===== config.mk =====
export PLATFORM = sky130hd
export DESIGN_NAME = instr_encoder_loader
export DESIGN_NICKNAME = d
export VERILOG_FILES = /design/src/rtl/instr_encoder_loader.sv
export SDC_FILE = /design/constraint.sdc
export NUM_CORES = 1
export LEC_CHECK = 0
export CORE_ASPECT_RATIO = 2
export CORE_UTILIZATION = 52
export CTS_CLUSTER_SIZE = 12
export DETAILED_ROUTE_END_ITERATION = 16
export PLACE_DENSITY = 0.9
export SLEW_MARGIN = 20
export SYNTH_ARGS = -nofsm -noshare
export SYNTH_HDL_FRONTEND = slang
export SYNTH_SLANG_ARGS = --single-unit
export TNS_END_PERCENT = 30

===== constraint.sdc =====
create_clock -name clk -period 3.6 [get_ports clk]
set_clock_uncertainty 0.05 [all_clocks]
set_input_delay 0.72 -clock clk [delete_from_list [all_inputs] [get_ports clk]]
set_output_delay 0.72 -clock clk [all_outputs]
set_load 0.1 [all_outputs]

===== src/rtl/instr_encoder_loader.sv =====
// Instruction encoder/loader: encodes field-stream instructions into 16-bit
// words, buffers them in a 4-entry FIFO and writes them to instruction memory
// starting at a session base address.

package instr_encoder_loader_pkg;
  typedef enum logic [2:0] {
    OP_R_TYPE = 3'd0,
    OP_SHIFT  = 3'd1,
    OP_LI     = 3'd2,
    OP_LW     = 3'd3,
    OP_SW     = 3'd4,
    OP_BNEZ   = 3'd5,
    OP_J      = 3'd6,
    OP_JAL    = 3'd7
  } opcode_t;
endpackage

module instr_encoder_loader
  import instr_encoder_loader_pkg::*;
(
  input  logic        clk,
  input  logic        rst_n,
  input  logic        start,
  input  logic [7:0]  base_addr,
  input  logic        finish,
  input  logic        in_valid,
  output logic        in_ready,
  input  logic [2:0]  in_op,
  input  logic [2:0]  in_rd,
  input  logic [2:0]  in_rs1,
  input  logic [2:0]  in_rs2,
  input  logic [3:0]  in_funct,
  input  logic [15:0] in_imm,
  output logic        mem_we,
  output logic [7:0]  mem_addr,
  output logic [15:0] mem_wdata,
  input  logic        mem_ack,
  output logic        busy,
  output logic        done,
  output logic [8:0]  count,
  output logic        err_range,
  output logic        err_full
);

  typedef enum logic [1:0] {
    S_IDLE  = 2'd0,
    S_LOAD  = 2'd1,
    S_DRAIN = 2'd2,
    S_DONE  = 2'd3
  } state_t;

  state_t      state_q;
  logic [15:0] fifo_q [4];
  logic [1:0]  wr_ptr_q;
  logic [1:0]  rd_ptr_q;
  logic [2:0]  occ_q;
  logic [7:0]  addr_q;
  logic [8:0]  count_q;
  logic        err_range_q;
  logic        err_full_q;

  logic [15:0]        enc_word;
  logic               enc_legal;
  logic signed [15:0] imm_s;
  logic               accept;
  logic               push;
  logic               pop;
  logic               flush;
  logic               session_start;

  assign imm_s = $signed(in_imm);

  // Encode the incoming fields and judge whether the immediate fits its slot.
  always_comb begin
    enc_word  = '0;
    enc_legal = 1'b1;
    unique case (opcode_t'(in_op))
      OP_R_TYPE, OP_SHIFT: begin
        enc_word = {in_op, in_rd, in_rs1, in_rs2, in_funct};
      end
      OP_LI, OP_LW, OP_SW: begin
        enc_word  = {in_op, in_rd, in_rs1, in_imm[6:0]};
        enc_legal = (imm_s >= -16'sd64) && (imm_s <= 16'sd63);
      end
      OP_BNEZ: begin
        enc_word  = {in_op, in_rs1, in_imm[9:0]};
        enc_legal = (imm_s >= -16'sd512) && (imm_s <= 16'sd511);
      end
      OP_J, OP_JAL: begin
        // Jump targets are unsigned: only the top three bits must be clear.
        enc_word  = {in_op, in_imm[12:0]};
        enc_legal = (in_imm[15:13] == 3'b000);
      end
      default: begin
        enc_word  = '0;
        enc_legal = 1'b0;
      end
    endcase
  end

  assign in_ready      = (state_q == S_LOAD) && (occ_q != 3'd4) && !err_full_q;
  assign accept        = in_valid && in_ready;
  assign push          = accept && enc_legal;
  assign mem_we        = (occ_q != 3'd0);
  assign pop           = mem_we && mem_ack;
  // Acknowledging the last address exhausts the space and drops what is queued.
  assign flush         = pop && (addr_q == 8'hFF);
  assign session_start = (state_q == S_IDLE) && start;

  assign mem_addr  = addr_q;
  assign mem_wdata = mem_we ? fifo_q[rd_ptr_q] : '0;
  assign busy      = (state_q == S_LOAD) || (state_q == S_DRAIN);
  assign done      = (state_q == S_DONE);
  assign count     = count_q;
  assign err_range = err_range_q;
  assign err_full  = err_full_q;

  // Session FSM plus write address, word count and sticky error flags.
  always_ff @(posedge clk) begin
    if (!rst_n) begin
      state_q     <= S_IDLE;
      addr_q      <= '0;
      count_q     <= '0;
      err_range_q <= 1'b0;
      err_full_q  <= 1'b0;
    end else begin
      unique case (state_q)
        S_IDLE: begin
          if (start) begin
            state_q     <= S_LOAD;
            addr_q      <= base_addr;
            count_q     <= '0;
            err_range_q <= 1'b0;
            err_full_q  <= 1'b0;
          end
        end
        S_LOAD: begin
          if (finish || err_full_q) state_q <= S_DRAIN;
        end
        S_DRAIN: begin
          if (occ_q == 3'd0) state_q <= S_DONE;
        end
        S_DONE: begin
          state_q <= S_IDLE;
        end
        default: state_q <= S_IDLE;
      endcase

      if (accept && !enc_legal) err_range_q <= 1'b1;

      if (pop) begin
        if (addr_q != 8'hFF) addr_q <= addr_q + 8'd1;
        else                 err_full_q <= 1'b1;
        if (count_q != 9'd256) count_q <= count_q + 9'd1;
      end
    end
  end

  // FIFO pointers and registered occupancy.
  always_ff @(posedge clk) begin
    if (!rst_n || session_start || flush) begin
      wr_ptr_q <= '0;
      rd_ptr_q <= '0;
      occ_q    <= '0;
    end else begin
      if (push) wr_ptr_q <= wr_ptr_q + 2'd1;
      if (pop)  rd_ptr_q <= rd_ptr_q + 2'd1;
      occ_q <= occ_q + 3'(push) - 3'(pop);
    end
  end

  // FIFO word storage; contents are only observed while occupancy is non-zero.
  always_ff @(posedge clk) begin
    if (push) fifo_q[wr_ptr_q] <= enc_word;
  end

endmodule


==> metrics.txt, run 1 <==
outcome complete, no violations; Worst Path Arrival 3480 ps; first-iteration detailed-routing DRC count 151; number of synthesized flops with an enable pin 64; PwrDens 765 mW/mm^2; top cells by area, synth edfxtp_1 (43%), dfxtp_1 (14%), mux4_2 (8.1%), ha_1 (4.0%), and2_1 (3.7%); P_sw 0.00197 W; Num CTS Buffers 9; final setup margin 299 ps; Fin Setup TNS 0 ps; final RePlAce weighted congestion 0.888; Clock power frac 23.5%; max frequency 0.303 GHz; largest net degree at the start of global routing 19; worst hold-check path type reg -> reg; cell family with most CP delay adder cells; average wire per standard cell 17.8 um; postcts setup bufs 0; Tot GR Track Use 23.9%; Comb power frac 46.5%; measured slew at the worst slew-check pin 981 ps; H-tree levels 3; Core Util, Final 69.5%; Yosys reg bits 94; placed inst area 0.00539 mm^2; share of layout cells above drive strength 1 22.3%; top-count cell post-synth edfxtp_1; Post-Syn Instances 339; CTS tree done; number of routed nets with antenna violations 0; Post-Place Worst Slack -50.5 ps; P&R area growth vs syn 29.3%; Worst-Skew Late Latency 340 ps; Bufs on Longest Clock Path 2; Tcrit/Tclk final 91.7%; Die Footprint 0.00891 mm^2; Yosys warning count 0; Max Cap Violations 0; # hold bufs at CTS 0; post-synth top area share 43.4%; Post-route DRC 0; CTS sink cnt 94; worst path required time 3780 ps; Ports 85; max incr delay on CP 510 ps; die width 67.2 um; commonest cells in the netlist edfxtp_1 (64), dfxtp_1 (30), and2_1 (26); share of synthesized registers carrying an async set or reset 0%; vias in the first global route 3181; num rows 47; CP most frequent cell inv_1; Power Total 0.00438 W; Die Y 132 um; Crit. End Element register; Synth Flop Type edfxtp_1; max-slew violations 0; via count 3055; endpoints failing setup 0; maximum vdd drop 0.784 mV; I/O Buffers 84; antenna violations before repair 0; Startpoint Class primary input; Final min period 3300 ps; Core Region 0.00823 mm^2; gr ovfl total 0; Layout Nets 499; WP buf/inv 4; routed vias/inst 5.65; Internal 0.00241 W; first-pass GRT wire length 15400 um; sw frac 45.0%; slowest CP cell clkdlybuf4s50_1; DRT Pass-1 Iters 4; Synth area leader edfxtp_1; post-cts sizing count 0; Syn Area/Cell 13.1 um^2; Distinct cells, synth 57; power share of the sequential group 30.0%; CTS clock-pin slew for the worst setup and hold paths 60 ps; diode count 0; Rel. slew slack 34.4%; syn nets 400; RSZ-0062 raised after global routing no; CP Cell Sequence clkdlybuf4s50_1 -> or3b_1 -> o21ai_0 -> o21ai_0 -> a31oi_4 -> inv_1 -> ha_1 -> inv_1 -> ha_1 -> inv_1 -> fa_1 -> xor2_1 -> xnor2_1 -> nor2_1; Fin. Hold Viols 0; drt total wl 9620 um; crit path kind in -> reg; sequential-to-total area share from yosys stat 57.0%; synthesized cell area 0.00443 mm^2; post-route cell area 0.00572 mm^2; Worst Path Max Fanout 5; Leakage 2.07 nW; Root Buffer clkbuf_16; initial core utilization 53.8%; hpwl dp 6920 um
final cells by class:
cell class / instances / area [um^2]
flip-flops and latches: 94 / 2520
fillers: 566 / 2510
multi-input cells: 218 / 1790
repair buffers: 101 / 901
clock buffers: 10 / 250
well taps: 98 / 123
clock inverters: 6 / 82.6
inverters: 14 / 55.1
registers in the layout, indices dropped and copies added, names as in the netlist, named ones only:
register and flops:
err_full 1, err_range 1, occ_q 3, state_q 2, wr_ptr_q 2, count 9
rd_ptr_q 2, mem_addr 8, fifo_q 64
power groups by stage:
stage | combinational, W | clock (W) | sequential, W
2_1_floorplan | 0.00141 | 0 | 0.00155
3_3_place_gp | 0.00200 | 0 | 0.00133
3_5_place_dp | 0.00204 | 0 | 0.00133
4_1_cts | 0.00205 | 0.00105 | 0.00131
5_1_grt | 0.00214 | 0.00108 | 0.00132
6_report | 0.00204 | 0.00103 | 0.00131
placed cells by master (no fill, tap or decap), types with 3 or more instances in the layout:
master           instances
nor3_1                   4
buf_4                   44
mux2i_1                  5
xor2_1                   6
clkbuf_16               10
mux2_2                  10
inv_1                   13
nor2_1                  20
xnor2_1                  3
edfxtp_1                64
ha_1                    14
nand3b_1                 5
o22ai_1                  5
dfxtp_1                 30
o21ai_0                 10
clkdlybuf4s50_1         57
a21oi_1                 14
and3_1                   7
mux4_2                  16
nand2_1                 19
a21boi_1                 4
and2_1                  26
nand3_1                  7
clkinv_2                 3
final timing paths:
| kind | slack (ps) | end | from | depth (start not counted) |
|---|---|---|---|---|
| min | 420 | err_range$_SDFFE_PN0P_ | err_range$_SDFFE_PN0P_ | 2 |
| max | 300 | occ_q[2]$_SDFF_PP0_ | in_op[1] | 14 |
| max reg2reg | 950 | occ_q[2]$_SDFF_PP0_ | state_q[1]$_SDFFE_PN0P_ | 15 |
| min reg2reg | 420 | err_range$_SDFFE_PN0P_ | err_range$_SDFFE_PN0P_ | 2 |
layer usage:
| metal | vias up | track usage (%) | part of all wire, % | wire length, um |
|---|---|---|---|---|
| li1 | 1464 | - | - | - |
| met1 | 1451 | 23.7 | 35 | 3320 |
| met2 | 112 | 42.7 | 56 | 5400 |
| met3 | 28 | 5.60 | 5.8 | 559 |
| met4 | 0 | 13.7 | 3.4 | 331 |
| met5 | - | 0 | 0 | 0 |
per-stage QoR:
step	hold WS, ps	cells
2_1_floorplan	418	339
3_3_place_gp	392	525
3_5_place_dp	407	525
4_1_cts	416	541
5_1_grt	451	541
6_report	423	541
tightest hold or removal path, cell delays in order, from the launching register on:
cell and delay [ps]:
dfxtp_1 310, nand2_1 60, a21oi_1 60
logic make-up after synthesis:
| kind of cell | Yosys count | share of synthesized area [%] |
|---|---|---|
| AOI/OAI and AO/OA | 54 | 8.43 |
| buffers and inverters | 27 | 2.80 |
| xor gates and xnor gates | 9 | 1.78 |
| muxes | 32 | 12.2 |
| DFF | 94 | 57.0 |
| adders and majority gates | 15 | 4.41 |
| and+or+nand+nor | 108 | 13.4 |
No activity file was read; power rests on OpenSTA's default activity.
==> inputs of run 2 (changes only) <==
--- a/config.mk
+++ b/config.mk
@@ -6,10 +6,10 @@
 export NUM_CORES = 1
 export LEC_CHECK = 0
 export CORE_ASPECT_RATIO = 2
-export CORE_UTILIZATION = 52
-export CTS_CLUSTER_SIZE = 12
+export CORE_UTILIZATION = 56
+export CTS_CLUSTER_SIZE = 8
 export DETAILED_ROUTE_END_ITERATION = 16
-export PLACE_DENSITY = 0.9
+export PLACE_DENSITY = 0.95
 export SLEW_MARGIN = 20
 export SYNTH_ARGS = -nofsm -noshare
 export SYNTH_HDL_FRONTEND = slang
==> constraint.sdc (replaced) <==
create_clock -name clk -period 4.25 [get_ports clk]
set_clock_uncertainty 0.05 [all_clocks]
set_input_delay 0.85 -clock clk [delete_from_list [all_inputs] [get_ports clk]]
set_output_delay 0.85 -clock clk [all_outputs]
set_load 0.1 [all_outputs]
==> metrics.txt, run 2 (synthesis results as in run 1) <==
initial core utilization 58.2% (+4.5 points); CTS sink cnt 94 (unchanged); H-tree levels 3 (unchanged); final RePlAce weighted congestion 0.792 (-11%); Bufs on Longest Clock Path 2 (unchanged); commonest non-fill, non-tap cells in the layout clkdlybuf4s50_1 (67), edfxtp_1 (64), dfxtp_1 (30), and2_1 (26), buf_4 (25); crit path kind in -> reg; Layout Nets 490 (-1.8%); postcts setup bufs 0 (unchanged); Num CTS Buffers 9 (unchanged); hpwl dp 7040 um (+1.6%); first-iteration detailed-routing DRC count 167 (+11%); largest net degree at the start of global routing 19 (unchanged); Crit. End Element register; Worst Path Arrival 3880 ps (+400 ps); fillers 477 (-16%); drt total wl 9930 um (+3.2%); # hold bufs at CTS 0 (unchanged); routed vias/inst 5.92 (+4.8%); Rel. slew slack 32.6% (-1.7 points); worst hold-check path type reg -> reg; Core Region 0.00760 mm^2 (-7.7%); measured slew at the worst slew-check pin 1010 ps (+26.1 ps); die width 64.9 um (-3.5%); Core Util, Final 74.5% (+4.9 points); number of routed nets with antenna violations 0 (unchanged); first-pass GRT wire length 15300 um (-0.63%); Worst Path Max Fanout 7 (+2); Post-route DRC 0 (unchanged); max reg flops 64 (unchanged); Tot GR Track Use 25.5% (+1.7 points); I/O Buffers 84 (unchanged); RSZ-0062 raised after global routing no; endpoints failing setup 0 (unchanged); final setup margin 553 ps (+254 ps); gr ovfl total 0 (unchanged); antenna violations before repair 0 (unchanged); DRT Pass-1 Iters 4 (unchanged); average wire per standard cell 18.8 um (+5.8%); CTS clock-pin slew for the worst setup and hold paths 60 ps (about the same); diode count 0 (unchanged); Fin. Hold Viols 0 (unchanged); Ports 85 (unchanged); max-slew violations 0 (unchanged); max frequency 0.271 GHz; Leakage 2.00 nW (-3.4%); outcome complete, no violations; Post-Place Worst Slack 326 ps (+376 ps); Worst-Skew Late Latency 350 ps (about the same); share of layout cells above drive strength 1 18.2% (-4.1 points); via count 3126 (+2.3%); CTS tree done; Power Total 0.00370 W (-15%); Die Y 128 um (-3.6%); PwrDens 654 mW/mm^2 (-14%); post-cts sizing count 0 (unchanged); Tcrit/Tclk final 87.0%; Final min period 3700 ps; Startpoint Class primary input; num rows 45 (-4.3%); Max Cap Violations 0 (unchanged); Most flops, register fifo_q; Fin Setup TNS 0 ps (unchanged); Die Footprint 0.00828 mm^2 (-7.0%); commonest non-fill, non-tap cell in the layout clkdlybuf4s50_1; P&R area growth vs syn 27.9%; worst path required time 4430 ps (+650 ps); vias in the first global route 3203 (+0.69%); Root Buffer clkbuf_16; maximum vdd drop 0.572 mV (-27%)
run 2: report_power, final:
part / leakage, nW / switching [W] / internal (W)
Clock: 0.157 / 0.000341 / 0.000520
Sequential: 0.819 / 0.0000673 / 0.00104
Combinational: 1.03 / 0.00128 / 0.000448
run 2: worst max-delay path, cell delays in order:
cell             delay, ps
clkdlybuf4s50_1        450
nor4_1                 360
and2_1                 180
o2111ai_1              280
a31oi_4                370
inv_1                   90
ha_1                   300
inv_1                   60
ha_1                   130
inv_1                   50
fa_1                   370
xor2_1                 170
xnor2_1                170
nor2_1                  70
run 2: through the flow:
step,hold WS [ps],instance area (um^2),cells
2_1_floorplan,418,4430,339
3_3_place_gp,392,5340,512
3_5_place_dp,422,5340,512
4_1_cts,433,5660,528
5_1_grt,468,5660,528
6_report,434,5660,528
run 2: area by class of cell:
type / instances / area, um^2 / area share, %
Clock buffer: 10 / 229 / 4.05
Multi-Input combinational cell: 218 / 1780 / 31.5
Timing Repair Buffer: 92 / 858 / 15.2
Inverter: 14 / 55.1 / 0.973
Tap cell: 94 / 118 / 2.08
Sequential cell: 94 / 2520 / 44.6
Clock inverter: 6 / 95.1 / 1.68
run 2: per-layer routing:
metal  share of wire, %  track usage, %  up-vias
met1                 35            24.5     1527
met4                4.2            18.3        0
met5                  0               0        -
met3                4.7            4.36       37
li1                   -               -     1441
met2                 56            47.0      121
run 2: final timing paths:
path | cells past startpoint | slack (ps) | to | start
worst min-delay path | 2 | 430 | err_range$_SDFFE_PN0P_ | err_range$_SDFFE_PN0P_
worst min register to register | 2 | 430 | err_range$_SDFFE_PN0P_ | err_range$_SDFFE_PN0P_
worst max-delay path | 14 | 550 | occ_q[2]$_SDFF_PP0_ | in_imm[9]
worst max register to register | 15 | 1400 | occ_q[2]$_SDFF_PP0_ | state_q[1]$_SDFFE_PN0P_
